--- src/rtl/loader_pkg.sv ---
// Shared constants and state encoding for the machine state loader.
// Record kinds, halt causes and the memory window check live here so the bench-facing encodings stay in one place.
package loader_pkg;

  localparam logic [1:0] REC_REG = 2'd0;
  localparam logic [1:0] REC_MEM = 2'd1;
  localparam logic [1:0] REC_GO  = 2'd2;

  localparam logic [1:0] HALT_NONE      = 2'd0;
  localparam logic [1:0] HALT_ZERO_INST = 2'd1;
  localparam logic [1:0] HALT_BUDGET    = 2'd2;

  typedef enum logic [1:0] {
    ST_LOAD,
    ST_START,
    ST_RUN,
    ST_HALTED
  } loader_state_t;

  // Widened to 33 bits so a window ending at the top of the address space cannot wrap.
  function automatic logic mem_in_range(input logic [31:0] addr,
                                        input logic [31:0] base,
                                        input logic [32:0] words);
    logic [32:0] limit;
    limit = {1'b0, base} + words;
    return ({1'b0, addr} >= {1'b0, base}) && ({1'b0, addr} < limit);
  endfunction

endpackage

--- src/rtl/machine_state_loader_run_watchdog.sv ---
// Run watchdog: saturating cycle counter plus the halt decision and its recorded cause.
// A zero instruction wins over the budget when both fire together.
module run_watchdog
  import loader_pkg::*;
#(
  parameter int unsigned MAX_CYCLES = 64,
  parameter int unsigned CNT_W      = 16
) (
  input  logic             clk,
  input  logic             reset,
  input  logic             run,
  input  logic [31:0]      inst,
  output logic             halt,
  output logic [1:0]       halt_cause,
  output logic [CNT_W-1:0] cycles
);

  localparam logic [CNT_W-1:0] LAST_CYCLE = CNT_W'(MAX_CYCLES - 1);

  logic zero_hit;
  logic budget_hit;

  // The first RUN cycle still shows the fetch coming out of reset, so inst is ignored until cycles >= 1.
  always_comb begin
    zero_hit   = run && (cycles != '0) && (inst == 32'h0);
    budget_hit = run && (cycles == LAST_CYCLE);
    halt       = zero_hit || budget_hit;
  end

  always_ff @(posedge clk) begin
    if (reset) begin
      cycles     <= '0;
      halt_cause <= HALT_NONE;
    end else begin
      if (run && (cycles != '1))
        cycles <= cycles + CNT_W'(1);
      if (zero_hit)
        halt_cause <= HALT_ZERO_INST;
      else if (budget_hit)
        halt_cause <= HALT_BUDGET;
    end
  end

endmodule

--- src/rtl/machine_state_loader.sv ---
// Preloads register file and data memory from a record stream, then releases the CPU and frames the run.
// The CPU is held in reset everywhere except RUN, so HALTED freezes state for the dump.
module machine_state_loader
  import loader_pkg::*;
#(
  parameter int unsigned MAX_CYCLES = 64,
  parameter logic [31:0] MEM_BASE   = 32'h0000_4000,
  parameter int unsigned MEM_WORDS  = 1024,
  parameter int unsigned CNT_W      = 16
) (
  input  logic             clk,
  input  logic             reset,
  input  logic             in_valid,
  output logic             in_ready,
  input  logic [1:0]       in_kind,
  input  logic [31:0]      in_addr,
  input  logic [31:0]      in_data,
  output logic             rf_we,
  output logic [4:0]       rf_waddr,
  output logic [31:0]      rf_wdata,
  output logic             mem_we,
  output logic [31:0]      mem_waddr,
  output logic [31:0]      mem_wdata,
  output logic             cpu_reset,
  input  logic [31:0]      inst,
  output logic             done,
  output logic [1:0]       halt_cause,
  output logic [CNT_W-1:0] cycles,
  output logic             err
);

  loader_state_t state_q;
  loader_state_t state_d;
  logic          accept;
  logic          halt;

  assign accept = in_valid && in_ready;

  always_ff @(posedge clk) begin
    if (reset)
      state_q <= ST_LOAD;
    else
      state_q <= state_d;
  end

  always_comb begin
    state_d   = state_q;
    in_ready  = 1'b0;
    cpu_reset = 1'b1;
    done      = 1'b0;
    case (state_q)
      ST_LOAD: begin
        in_ready = 1'b1;
        if (in_valid && (in_kind == REC_GO))
          state_d = ST_START;
      end
      ST_START: state_d = ST_RUN;
      ST_RUN: begin
        cpu_reset = 1'b0;
        if (halt)
          state_d = ST_HALTED;
      end
      ST_HALTED: done = 1'b1;
      default:   state_d = ST_LOAD;
    endcase
  end

  // Write strobes are single-cycle; address/data simply hold their last value between writes.
  always_ff @(posedge clk) begin
    if (reset) begin
      rf_we     <= 1'b0;
      rf_waddr  <= '0;
      rf_wdata  <= '0;
      mem_we    <= 1'b0;
      mem_waddr <= '0;
      mem_wdata <= '0;
      err       <= 1'b0;
    end else begin
      rf_we  <= 1'b0;
      mem_we <= 1'b0;
      if (accept) begin
        case (in_kind)
          REC_REG: begin
            if (in_addr[4:0] == 5'd0) begin
              err <= 1'b1;
            end else begin
              rf_we    <= 1'b1;
              rf_waddr <= in_addr[4:0];
              rf_wdata <= in_data;
            end
          end
          REC_MEM: begin
            if (mem_in_range(in_addr, MEM_BASE, 33'(MEM_WORDS))) begin
              mem_we    <= 1'b1;
              mem_waddr <= in_addr;
              mem_wdata <= in_data;
            end else begin
              err <= 1'b1;
            end
          end
          REC_GO:  ;
          default: err <= 1'b1;
        endcase
      end
    end
  end

  run_watchdog #(
    .MAX_CYCLES (MAX_CYCLES),
    .CNT_W      (CNT_W)
  ) u_watchdog (
    .clk        (clk),
    .reset      (reset),
    .run        (state_q == ST_RUN),
    .inst       (inst),
    .halt       (halt),
    .halt_cause (halt_cause),
    .cycles     (cycles)
  );

endmodule

--- config.mk ---
export PLATFORM = sky130hd
export DESIGN_NAME = machine_state_loader
export DESIGN_NICKNAME = d
export VERILOG_FILES = /design/src/rtl/loader_pkg.sv /design/src/rtl/machine_state_loader_run_watchdog.sv /design/src/rtl/machine_state_loader.sv
export SDC_FILE = /design/constraint.sdc
export NUM_CORES = 1
export LEC_CHECK = 0
export CORE_AREA = 5 5 110 112
export DETAILED_ROUTE_END_ITERATION = 7
export DIE_AREA = 0 0 115 117
export PLACE_DENSITY = 0.84
export SLEW_MARGIN = 20
export SYNTH_ARGS = -nofsm -noshare
export SYNTH_HDL_FRONTEND = slang
export SYNTH_SLANG_ARGS = --single-unit
--- constraint.sdc ---
create_clock -name clk -period 3.93 [get_ports clk]
set_input_delay 0.9825 -clock clk [delete_from_list [all_inputs] [get_ports clk]]
set_output_delay 0.9825 -clock clk [all_outputs]
set_load 0.02 [all_outputs]
==> results.tsv <==
metric	value	unit
drive_gt1_share	6.504	%
synth-adder-area-share	1.857	%
cts_buffers	17	
drc	0	
worst_r2r_endpoint	state_q[0]	
clk_latency	0.40	ns
synthXorXnorAreaFrac	1.300	%
initial_core_util	42.39	%
ys_seq_elements	124	
path_clk_slew	0.06	ns
synth_mux_area_share	9.127	%
status	completed	
leakage	2.695	nW
synth_top_family_by_area	simple AND/OR/NAND/NOR gates	
pwr_density_cell	433.3	mW/mm^2
antenna_left	0	
fillers	881	
antenna_found_initial	0	
dieHeight	117	um
final_hold_viol_count	0	
tns	0	ns
cts_tree	built	
holdBufCountCts	0	
rows	39	
yosys_warnings	0	
gp_congestion	0.8366	
cts-resized-gates	0	
wirelength	13940	um
dr.pass1.iters	4	
io_buffers	225	
hp-class	reg -> reg	
stdcell_count	881	
slew_headroom	58.74	%
max_freq	342.7	MHz
syn2layout_area_growth	62.35	%
core	0.01113	mm^2
die-area	0.01346	mm^2
endpoint_kind	output port	
worstSetupPathType	reg -> out	
endpoint	cpu_reset	
cap_violations	0	
syn_area	0.004716	mm^2
grt_pass1_wl	21670	um
crit_path_start_kind	flop	
arrival	1.94	ns
gr-total-overflow	0	
ff2ff_setup_slack	1.75	ns
yosysSeqAreaShare	52.64	%
final_common_cell	clkdlybuf4s50_1	
clkSinkCount	124	
yosys.area_share.simple	22.84	%
dr.first_iter.drc_count	263	
dp_cells	850	
antennaDiodeCount	0	
cts_root_buffer	clkbuf_16	
peakVddDrop	274.5	uV
rsz0062_at_grt	no	
setup_viol	0	
fin_crit_sh	74.26	%
crit_fanout	10	
skew	0.005073	ns
num_vias	4407	
dp_hpwl	10250	um
syn_inst	502	
mostFrequentLayoutCells	clkdlybuf4s50_1, dfxtp_1, nand2_1	
syn_nets	610	
worst_pin_slew	0.6182	ns
postCtsSetupBuffers	0	
fin_crit	2.918	ns
grt_use_total	20.33	%
io_pins	226	
grt_pass1_vias	4478	
crit_required	2.95	ns
wl_per_cell	15.83	um
vias_per_cell	5.002	
cp-startpoint	state_q[0]	
fp.dieW	115	um
synth_compound_area_share	8.198	%
cts.htree.levels	4	
grt_max_degree	59	
drv_slew	0	
r2r_start	state_q[0]	
syn_avg_cell_area	9.394	um^2
clock_path_buffers	2	
reg2regPathDepth	7	
synth.distinct_cells	43	
final_nets	834	
==> cells by family (layout without fill, tap and decap cells) <==
group	Yosys count	in the layout
AO/OA/AOI/OAI	66	66
XOR/XNOR	7	7
adder cells (fa/ha/maj)	7	7
buffers and inverters	34	270
flip-flops	124	124
multiplexers	43	43
AND/OR/NAND/NOR	221	221
==> cell type report <==
type | count | area [um^2] | share of cell area (%)
clock buffers | 18 | 439.2 | 5.736
clock inverters | 13 | 166.4 | 2.174
well taps | 143 | 178.9 | 2.337
multi-input cells | 344 | 2052 | 26.80
repair buffers | 231 | 2307 | 30.14
inverters | 8 | 30.03 | 0.3922
flip-flops and latches | 124 | 2482 | 32.42
==> worst max-delay path: stages, from the launching register on <==
cell	delay [ns]
dfxtp_1	0.39
inv_1	0.10
ha_1	0.33
inv_1	0.10
clkdlybuf4s50_1	0.61
==> flip-flops by register name (all words and copies together) (netlist names) <==
signal,flops
err,1
u_watchdog.cycles,16
rf_we,1
state_q,2
rf_waddr,5
rf_wdata,32
u_watchdog.halt_cause,2
mem_we,1
mem_wdata,32
mem_waddr,32
==> cells in the mapped netlist, drive strengths merged <==
cell     count  area share, %
dfxtp      124             53
nand2       81            6.4
nor2        65            5.3
a21oi       43            4.6
mux2i       43            9.1
and2        21            2.8
clkbuf      16            1.3
nor4        14            2.2
buf         10            2.1
inv          8           0.64
ha           7            1.9
nand3        7           0.74
nand4        6           0.93
nor3         6           0.74
o21ai        6           0.64
nor4b        5            1.2
xor2         5           0.93
or3          4           0.53
and4         3           0.56
o2111ai      3           0.69
o211ai       3           0.48
o21a         3           0.48
o31ai        3           0.48
or4          3           0.56
and3         2           0.27
nand3b       2           0.32
xnor2        2           0.37
a211oi       1           0.16
nor2b        1           0.13
o211a        1           0.21
o22ai        1           0.13
o311ai       1           0.19
o41ai        1           0.19
or2          1           0.13
==> report_power, final <==
part | internal, mW | total [mW] | switching (mW)
Sequential | 1.29 | 1.32 | 0.0248
Combinational | 0.208 | 0.419 | 0.211
Clock | 1.01 | 1.58 | 0.567
==> per-layer routing <==
layer	up-vias	wire length, um	GRT usage [%]
met5	-	0	0
met4	0	384	9.311
met3	34	916	6.067
met2	170	6904	34.61
met1	2035	5736	23.64
li1	2168	-	-
==> worst min path at each step <==
| stage | depth (start not counted) | from | to | slack, ns |
|---|---|---|---|---|
| after detailed placement | 1 | mem_waddr[24] | mem_waddr[24] | 0.44 |
| after global placement | 2 | rf_wdata[1] | rf_wdata[1] | 0.44 |
| after CTS | 2 | rf_wdata[10] | rf_wdata[10] | 0.45 |
| final | 2 | rf_wdata[10] | rf_wdata[10] | 0.46 |
| after floorplan | 2 | state_q[1] | state_q[1] | 0.52 |
| after global routing | 2 | rf_wdata[3] | rf_wdata[3] | 0.48 |
==> metrics by stage <==
| stage | hold slack (ns) | cell area, um^2 | setup slack [ns] | util (%) | power, mW |
|---|---|---|---|---|---|
| global route | 0.4785 | 7656 | 0.9161 | 68.81 | 3.448 |
| CTS | 0.4540 | 7654 | 0.9717 | 68.79 | 3.353 |
| finish | 0.4560 | 7656 | 1.012 | 68.81 | 3.317 |
| global placement | 0.4412 | 7048 | 0.7707 | 63.35 | 1.747 |
| detailed placement | 0.4435 | 7048 | 0.6649 | 63.35 | 1.764 |
| floorplan | 0.5187 | 4716 | 1.666 | - | 1.540 |
No activity file was read; power rests on OpenSTA's default activity.
